[config.mk]
export PLATFORM = sky130hd
export DESIGN_NAME = alu_arbiter
export DESIGN_NICKNAME = d
export VERILOG_FILES = /design/src/rtl/alu_pkg.sv /design/src/rtl/alu_arbiter_rr_grant2.sv /design/src/rtl/alu_arbiter.sv
export SDC_FILE = /design/constraint.sdc
export NUM_CORES = 1
export LEC_CHECK = 0
export ABC_AREA = 1
export CORE_ASPECT_RATIO = 1.4
export CORE_MARGIN = 4
export CORE_UTILIZATION = 35
export CTS_BUF_LIST = sky130_fd_sc_hd__clkbuf_16
export DETAILED_ROUTE_END_ITERATION = 8
export MAX_ROUTING_LAYER = met4
export PLACE_DENSITY_LB_ADDON = 0.15
export REMOVE_ABC_BUFFERS = 1
export SYNTH_ARGS = -nofsm -noshare
export SYNTH_HDL_FRONTEND = slang
export SYNTH_SLANG_ARGS = --single-unit
[constraint.sdc]
create_clock -name clk -period 4.85 [get_ports clk]
set_input_delay 0.97 -clock clk [delete_from_list [all_inputs] [get_ports clk]]
set_output_delay 0.97 -clock clk [all_outputs]
set_load 0.03 [all_outputs]
[src/rtl/alu_pkg.sv]
// Shared definitions for the ALU arbiter: function codes, flag encodings,
// arbiter FSM states and the flag derivation helper.
package alu_pkg;

  localparam logic [3:0] FN_AND   = 4'b0000;
  localparam logic [3:0] FN_OR    = 4'b0001;
  localparam logic [3:0] FN_XOR   = 4'b0010;
  localparam logic [3:0] FN_ADD   = 4'b0011;
  localparam logic [3:0] FN_SUB   = 4'b0100;
  localparam logic [3:0] FN_CMP   = 4'b0101;
  localparam logic [3:0] FN_NOT   = 4'b0110;
  localparam logic [3:0] FN_SHL16 = 4'b0111;
  localparam logic [3:0] FN_MULT  = 4'b1000;
  localparam logic [3:0] FN_NOP   = 4'b1111;

  localparam logic [1:0] FLAG_POS  = 2'b00;
  localparam logic [1:0] FLAG_ZERO = 2'b01;
  localparam logic [1:0] FLAG_NEG  = 2'b10;

  typedef enum logic [1:0] {
    ST_IDLE = 2'd0,
    ST_EXEC = 2'd1,
    ST_RESP = 2'd2
  } state_e;

  // Zero takes precedence; a zero result can never also be negative.
  function automatic logic [1:0] flags_of(input logic is_zero, input logic is_neg);
    if (is_zero) return FLAG_ZERO;
    if (is_neg)  return FLAG_NEG;
    return FLAG_POS;
  endfunction

endpackage

[src/rtl/alu_arbiter_rr_grant2.sv]
// Two-input round-robin grant. The pointer only moves when both requesters
// compete, so an uncontested requester never costs the other its turn.
module rr_grant2 (
  input  logic       clk,
  input  logic       rst,
  input  logic       en_i,
  input  logic [1:0] req_i,
  output logic [1:0] gnt_o
);
  logic ptr_q, ptr_d;

  always_comb begin
    gnt_o = 2'b00;
    if (en_i) begin
      if (req_i == 2'b11) gnt_o = ptr_q ? 2'b10 : 2'b01;
      else                gnt_o = req_i;
    end
  end

  always_comb begin
    ptr_d = ptr_q;
    if (en_i && req_i == 2'b11) ptr_d = ~ptr_q;
  end

  always_ff @(posedge clk or posedge rst) begin
    if (rst) ptr_q <= 1'b0;
    else     ptr_q <= ptr_d;
  end
endmodule

[src/rtl/alu_arbiter.sv]
// Shares one external ALU between two requesters: round-robin grant, registered
// ALU operands, result capture (multi-cycle for MULT) and the compare-flags register.
module alu_arbiter
  import alu_pkg::*;
#(
  parameter int WIDTH       = 32,
  parameter int MULT_CYCLES = 2
) (
  input  logic             clk,
  input  logic             rst,
  input  logic             Req0Valid,
  output logic             Req0Ready,
  input  logic [WIDTH-1:0] Req0A,
  input  logic [WIDTH-1:0] Req0B,
  input  logic [3:0]       Req0Func,
  output logic             Resp0Valid,
  input  logic             Resp0Ready,
  output logic [WIDTH-1:0] Resp0Result,
  output logic             Resp0Err,
  input  logic             Req1Valid,
  output logic             Req1Ready,
  input  logic [WIDTH-1:0] Req1A,
  input  logic [WIDTH-1:0] Req1B,
  input  logic [3:0]       Req1Func,
  output logic             Resp1Valid,
  input  logic             Resp1Ready,
  output logic [WIDTH-1:0] Resp1Result,
  output logic             Resp1Err,
  output logic [WIDTH-1:0] AluA,
  output logic [WIDTH-1:0] AluB,
  output logic [3:0]       AluFunc,
  input  logic [WIDTH-1:0] AluResult,
  output logic [1:0]       Flags,
  output logic             Busy
);
  localparam int CW = (MULT_CYCLES > 1) ? $clog2(MULT_CYCLES) : 1;

  state_e           state_q, state_d;
  logic             owner_q, owner_d;
  logic [WIDTH-1:0] alu_a_q, alu_a_d, alu_b_q, alu_b_d;
  logic [3:0]       alu_func_q, alu_func_d;
  logic [CW-1:0]    cnt_q, cnt_d;
  logic [WIDTH-1:0] result_q, result_d;
  logic             err_q, err_d;
  logic [1:0]       flags_q, flags_d;
  logic [1:0]       gnt;
  logic [3:0]       func_sel;
  logic             undef_op;
  logic             resp0_vld, resp1_vld;

  rr_grant2 u_grant (
    .clk   (clk),
    .rst   (rst),
    .en_i  (state_q == ST_IDLE),
    .req_i ({Req1Valid, Req0Valid}),
    .gnt_o (gnt)
  );

  assign func_sel = gnt[1] ? Req1Func : Req0Func;
  assign undef_op = alu_func_q > FN_MULT;

  always_comb begin
    state_d    = state_q;
    owner_d    = owner_q;
    alu_a_d    = alu_a_q;
    alu_b_d    = alu_b_q;
    alu_func_d = alu_func_q;
    cnt_d      = cnt_q;
    result_d   = result_q;
    err_d      = err_q;
    flags_d    = flags_q;
    case (state_q)
      ST_IDLE: begin
        if (|gnt) begin
          owner_d    = gnt[1];
          alu_a_d    = gnt[1] ? Req1A : Req0A;
          alu_b_d    = gnt[1] ? Req1B : Req0B;
          alu_func_d = func_sel;
          cnt_d      = (func_sel == FN_MULT) ? CW'(MULT_CYCLES - 1) : '0;
          state_d    = ST_EXEC;
        end
      end
      ST_EXEC: begin
        if (cnt_q == '0) begin
          err_d    = undef_op;
          result_d = undef_op ? '0 : AluResult;
          if (alu_func_q == FN_CMP)
            flags_d = flags_of(AluResult == '0, AluResult[WIDTH-1]);
          state_d  = ST_RESP;
        end else begin
          cnt_d = cnt_q - 1'b1;
        end
      end
      ST_RESP: begin
        if (owner_q ? Resp1Ready : Resp0Ready) state_d = ST_IDLE;
      end
      default: state_d = ST_IDLE;
    endcase
  end

  always_ff @(posedge clk or posedge rst) begin
    if (rst) begin
      state_q    <= ST_IDLE;
      owner_q    <= 1'b0;
      alu_a_q    <= '0;
      alu_b_q    <= '0;
      alu_func_q <= FN_NOP;
      cnt_q      <= '0;
      result_q   <= '0;
      err_q      <= 1'b0;
      flags_q    <= FLAG_POS;
    end else begin
      state_q    <= state_d;
      owner_q    <= owner_d;
      alu_a_q    <= alu_a_d;
      alu_b_q    <= alu_b_d;
      alu_func_q <= alu_func_d;
      cnt_q      <= cnt_d;
      result_q   <= result_d;
      err_q      <= err_d;
      flags_q    <= flags_d;
    end
  end

  // Response outputs are gated by ownership so the idle port always reads zero.
  assign resp0_vld   = (state_q == ST_RESP) && !owner_q;
  assign resp1_vld   = (state_q == ST_RESP) &&  owner_q;
  assign Req0Ready   = gnt[0] & ~rst;
  assign Req1Ready   = gnt[1] & ~rst;
  assign Resp0Valid  = resp0_vld;
  assign Resp1Valid  = resp1_vld;
  assign Resp0Result = resp0_vld ? result_q : '0;
  assign Resp1Result = resp1_vld ? result_q : '0;
  assign Resp0Err    = resp0_vld & err_q;
  assign Resp1Err    = resp1_vld & err_q;
  assign AluA        = alu_a_q;
  assign AluB        = alu_b_q;
  assign AluFunc     = alu_func_q;
  assign Flags       = flags_q;
  assign Busy        = state_q != ST_IDLE;
endmodule

==> impl_results.md, run 1 <==
- Yosys reg bits: around 110
- Leakage: about 0.0038 uW
- Detail Placement HPWL: between 10000 and 15000 um
- Final Hold Vio Count: 0
- Critical path arrival: approximately 2.9 ns
- Register Area: 0.00271 mm2
- Final wirelength: between 15000 and 20000 um
- Post-route cell area: a little under 0.009 mm2
- TritonCTS clock tree: built
- Reg clk slew, reported paths: roughly 0.070 ns
- Postcts setup bufs: 0
- Netlist cell types: 24
- Cell Int Power: between 3000 and 4000 uW
- First-pass GRT wire length: 26900 um
- H-tree depth: 3
- Cts hold-fix bufs: 0
- DR pass1 iterations: 6
- Max IR drop VDD: between 300 and 400 uV
- Slew @ Worst Pin: slightly above 1 ns
- Sw Pwr: roughly 2400 uW
- Yosys warns: 0
- Final slew viol count: 0
- Core Area: 0.0144 mm2
- Register-to-Register Path Depth: 7
- Bufs on Longest Clock Path: 2
- Clock Latency Late Sink: about 0.35 ns
- Die area: around 0.017 mm2
- IO Count: roughly 320
- Area of the multi-input gates: between 0.0015 and 0.002 mm2
- Root buffer cell: clkbuf_16
- CTS Buf Count: 9
- CP Class: register to output port
- Top cell by count, worst path: nor2_1
- Hold Path Cell Cnt: 2
- Filler Cell Count: 1310
- CP Cell Sequence: inv_1, nand2_1, nor2_1, clkinv_1, nor2_1, clkdlybuf4s50_1
- Setup TNS: 0 ns
- Max-Cap Viols: 0
- Final setup viols: 0
- CP Buf/Inv Count: 3
- Post-cts resize count: 0
- Layout area overhead: 70.7%
- Cell Rows: between 50 and 60
- Worst min-delay path class: register to register
- Starting DRC count in detailed routing: between 200 and 250
- Layout Nets: approximately 1100
- Power per standard cell area: approximately 620 mW/mm2
- Setup Skew: about 0.007 ns
- CP required: between 3 and 4 ns
- Worst slew margin: 32.5%
- All-Layer GR Usage: approximately 22%
- Syn_area_per_cell: a little under 8 um2
- Clock power frac: ~16%
- Max frequency: between 200 and 300 MHz
- Vias in the first global route: between 5000 and 6000
- Largest net degree at the start of global routing: just over 70
- # clock sinks: about 110
- Antenna-violating nets left: 0
- Initial antenna violation count: 0
- Crit end category: output port
- Die Span Y: 151 um
- Post-Place Cell Area: ~0.0084 mm2
- Critical Path Fanout Max: 34
- Share of cells above drive strength 1: approximately 3.4%
- Average vias per placed instance: between 4 and 5
- Port Buf Inserts: approximately 310
- Post-Syn Instances: 656
- RSZ-0062 raised after global routing: no
- Synthesized area: 0.00513 mm2
- CP max stage delay: ~0.74 ns
- Vias: between 5000 and 6000
- Share of power burned in registers: slightly below 30%
- Slowest CP cell: clkinv_1
- Sequential share of the synthesized area: a little over half
- Critical path depth: 6
- Top delay family on crit path: buffers and inverters
- Gp weighted congestion: roughly 0.81
- Startpoint Class: register
- Final core utilization: 60.6%
- Comb pwr share: between 50% and 60%
- Switching share of total power: between 40% and 50%
- Wire per inst: approximately 16 um
- Tot Pwr: between 5000 and 6000 uW
- Final period util: around four fifths
- Post-route minimum period: roughly 3.8 ns
- Initial core utilization: a little over a third
- Global route total overflow: 0
- Outcome: finished, final reports clean
- # DRC: 0
- Chip width: between 100 and 150 um
==> cell families after synthesis <==
logic type | after synthesis | share of synthesized area [%]
and+or+nand+nor | 255 | 19.7
AOI/OAI and AO/OA | 170 | 17.6
buffers and inverters | 122 | 9.76
DFF | 108 | 52.8
xor gates and xnor gates | 1 | 0.171
==> tightest hold or removal path, cell delays in order (launching register included) <==
cell	delay, ns
dfstp_2	0.39
nand2_1	0.06
nand2_1	0.05
==> power by group through the flow <==
stage | combinational (uW) | clock [uW] | sequential [uW]
floorplan | 1140 | 0 | 2130
global placement | 2990 | 0 | 1560
detailed placement | 3020 | 0 | 1580
CTS | 3030 | 896 | 1570
global route | 3230 | 934 | 1620
finish | 2990 | 877 | 1570
==> metal layers <==
| layer | global-route usage [%] | routed length, um | up-vias |
|---|---|---|---|
| li1 | - | - | 2681 |
| met1 | 24.6 | 7130 | 2414 |
| met2 | 36.2 | 9070 | 247 |
| met3 | 6.82 | 1770 | 19 |
| met4 | 7.27 | 345 | 0 |
| met5 | - | 0 | - |
==> path summary, 6_finish.rpt <==
path,end,slack (ns),from
worst max register to register,AluA[16]$_DFFE_PP0P_,2.30,state_q[0]$_DFFE_PP0P_
max in group asynchronous,AluA[2]$_DFFE_PP0P_,2.69,rst
worst max-delay path,Resp0Err,1.03,state_q[0]$_DFFE_PP0P_
min in group asynchronous,AluA[20]$_DFFE_PP0P_,1.21,rst
worst min-delay path,AluFunc[0]$_DFFE_PP1P_,0.49,AluFunc[0]$_DFFE_PP1P_
worst min register to register,AluFunc[0]$_DFFE_PP1P_,0.49,AluFunc[0]$_DFFE_PP1P_
==> cells in the final DEF (no fill, tap or decap), types with 6 or more instances in the layout <==
| cell | count |
|---|---|
| clkdlybuf4s50_1 | 314 |
| nor2_1 | 143 |
| dfrtp_1 | 104 |
| nand2_1 | 93 |
| inv_1 | 79 |
| o21ai_0 | 71 |
| o21ai_1 | 63 |
| o22ai_1 | 32 |
| nand4_1 | 9 |
| clkbuf_16 | 9 |
| buf_4 | 7 |
| nand3_1 | 6 |
==> metrics by stage <==
step | setup slack (ns) | hold WS, ns | cells
2_1_floorplan | 1.04 | 0.464 | 617
3_3_place_gp | 1.18 | 0.467 | 1128
3_5_place_dp | 1.14 | 0.465 | 1128
4_1_cts | 0.988 | 0.484 | 1144
5_1_grt | 0.761 | 0.502 | 1144
6_report | 1.03 | 0.488 | 1146
==> synthesized netlist by cell type, drive strengths merged <==
library cell,n,area share [%]
dfrtp,104,51
nand3,7,0.93
buf,24,2.6
nand4,9,1.1
o221ai,1,0.17
o22ai,32,3.9
a21oi,1,0.097
o21a,1,0.15
xor2,1,0.17
nor3,1,0.097
dfstp,4,2.0
nor2,144,11
clkbuf,15,1.1
inv,80,5.9
clkinv,3,0.22
o21ai,135,13
nand2,94,6.9
==> cell type report <==
type,instances,share of cell area (%)
sequential,108,30.9
clock inverter,7,1.50
inverter,83,3.59
timing repair buffer,322,36.7
antenna,2,0.0572
clock buffer,9,2.57
multi-input combinational,426,21.9
tap,189,2.70
==> state kept, by name, indices dropped and copies added, names as in the netlist <==
register and count:
cnt_q 1, owner_q 1, Flags 2, state_q 2, u_grant.ptr_q 1, AluA 32
AluFunc 4, err_q 1, result_q 32, AluB 32
No activity file was read; power rests on OpenSTA's default activity.
==> inputs of run 2 (changes only) <==
Settings changed: CORE_UTILIZATION 35 to 34.
Clock period 4.85 ns to 3.5 ns, I/O delays scaled along.
==> impl_results.md, run 2 (synthesis gave the netlist of run 1 again) <==
- Final std cells w/o fill: about 1100
- Bufs on Longest Clock Path: 2
- Die area: approximately 0.017 mm2
- Core Area: 0.0146 mm2
- Largest net degree at the start of global routing: approximately 70
- Starting DRC count in detailed routing: around 210
- Worst slew margin: about a third
- Register-to-Register Path Depth: 7
- Root buffer cell: clkbuf_16
- Clock power frac: roughly 15%
- CP max stage delay: 0.68 ns
- IO Count: between 300 and 400
- Critical Path Fanout Max: 4
- Average vias per placed instance: 4.64
- Wire per inst: roughly 16 um
- Antenna-violating nets left: 0
- Filler Cell Count: between 1000 and 1500
- Hold Path Cell Cnt: 2
- Chip width: approximately 110 um
- Vias: between 5000 and 6000
- CP Cell Sequence: clkdlybuf4s50_1, nand2_1, nand3_1, nor2_1, clkdlybuf4s50_1
- Max IR drop VDD: around 430 uV
- H-tree depth: 3
- Pre-CTS setup slack: just under 0.6 ns
- Diodes inserted: 0
- Gp weighted congestion: between 0.8 and 0.9
- Cts hold-fix bufs: 0
- Die Span Y: between 150 and 200 um
- Vias in the first global route: 5240
- Clock Latency Late Sink: 0.35 ns
- Most common cell after layout, fill and taps aside: clkdlybuf4s50_1
- Initial antenna violation count: 0
- CP required: 2.80 ns
- Cell Rows: 52
- Most frequent cells in the layout: clkdlybuf4s50_1, nor2_1, dfrtp_1
- Met2 GRT Util: between 30% and 40%
- RSZ-0062 raised after global routing: no
- CTS Buf Count: 9
- Final period util: roughly 83%
- Power per standard cell area: 848 mW/mm2
- Final core utilization: between 50 and 60%
- Outcome: finished, final reports clean
- Slew @ Worst Pin: 0.979 ns
- CP Class: input port to output port
- Startpoint Class: input port
- Layout Nets: 1126
- Share of power burned in registers: between 20% and 30%
- Detail Placement HPWL: 13500 um
- Reg clk slew, reported paths: around 0.070 ns
- GRT busiest layer: met2
- Max-Cap Viols: 0
- Final setup viols: 0
- Share of cells above drive strength 1: ~3.8%
- Sw Pwr: ~3300 uW
- Max frequency: roughly 340 MHz
- Final WS setup: 0.585 ns
- Cell total after placement: between 1000 and 1500
- Leakage: approximately 0.0038 uW
- Setup Skew: 0.00931 ns
- Worst min-delay path class: register to register
- Final wirelength: 18200 um
- # clock sinks: roughly 110
- Post-cts resize count: 0
- First-pass GRT wire length: ~28000 um
- Grt met1 use: 23.4%
- Critical path arrival: ~2.2 ns
- Global route total overflow: 0
- Postcts setup bufs: 0
- DR pass1 iterations: 4
- Final slew viol count: 0
- Layout area overhead: 70.8%
- Initial core utilization: 35.0%
- All-Layer GR Usage: between 20% and 30%
- Cell Int Power: around 4100 uW
- Comb pwr share: a little under three fifths
- Top cell by count, worst path: clkdlybuf4s50_1
- Area of the multi-input gates: 0.00192 mm2
- Switching share of total power: ~45%
- Register Area: about 0.0027 mm2
- Global Route met3 Usage: 7.56%
- TritonCTS clock tree: built
- # DRC: 0
- Slowest CP cell: clkdlybuf4s50_1
- Crit end category: output port
- Port Buf Inserts: 314
- Post-route minimum period: approximately 2.9 ns
- Final Hold Vio Count: 0
==> run 2: changes by cell type in the layout (fill, tap and decap cells not counted) <==
cell / delta
buf_12: +3
bufinv_16: -2
clkdlybuf4s50_1: -1
clkinv_4: +2
clkinvlp_4: +1
diode_2: -2
inv_1: -1
==> run 2: power groups by stage <==
stage / registers [uW] / clock network [uW] / logic, uW
2_1_floorplan: 2950 / 0 / 1580
3_3_place_gp: 2160 / 0 / 4210
3_5_place_dp: 2180 / 0 / 4230
4_1_cts: 2170 / 1120 / 4240
5_1_grt: 2240 / 1180 / 4510
6_report: 2170 / 1090 / 4170
==> run 2: stage by stage <==
step           TNS, ns  power [uW]  hold WS (ns)  cell area, um2
2_1_floorplan    -4.05        4520         0.464            4940
3_3_place_gp         0        6370         0.463            8450
3_5_place_dp         0        6410         0.465            8450
4_1_cts              0        7530         0.484            8760
5_1_grt              0        7930         0.507            8760
6_report             0        7430         0.482            8760
==> run 2: worst max-delay path: cells and delay by family <==
family,cells,cell delay [ns]
buffers and inverters,2,1.17
AND/OR/NAND/NOR,3,0.34
==> run 2: worst paths after layout <==
path	start	to	slack, ns
worst max register to register	state_q[0]$_DFFE_PP0P_	result_q[19]$_DFFE_PP0P_	1.17
min in group asynchronous	rst	u_grant.ptr_q$_DFFE_PP0P_	0.75
worst min-delay path	Flags[0]$_DFFE_PP0P_	Flags[0]$_DFFE_PP0P_	0.48
worst max-delay path	Req1Valid	Req0Ready	0.58
worst min register to register	Flags[0]$_DFFE_PP0P_	Flags[0]$_DFFE_PP0P_	0.48
max in group asynchronous	rst	result_q[15]$_DFFE_PP0P_	2.10
==> run 2: final cells by class <==
| type | count | share of cell area [%] |
|---|---|---|
| repair buffers | 324 | 37.3 |
| flip-flops and latches | 108 | 30.9 |
| multi-input cells | 426 | 21.9 |
| inverters | 83 | 3.58 |
| well taps | 189 | 2.70 |
| clock buffers | 9 | 2.57 |
| clock inverters | 7 | 1.06 |
==> run 2: layer usage <==
layer  part of all wire (%)  wire (um)  vias to the layer above
met1                     39       7060                     2380
met4                    2.1        378                        0
li1                       -          -                     2680
met2                     50       9080                      242
met5                      0          0                        -
met3                    9.0       1640                       21
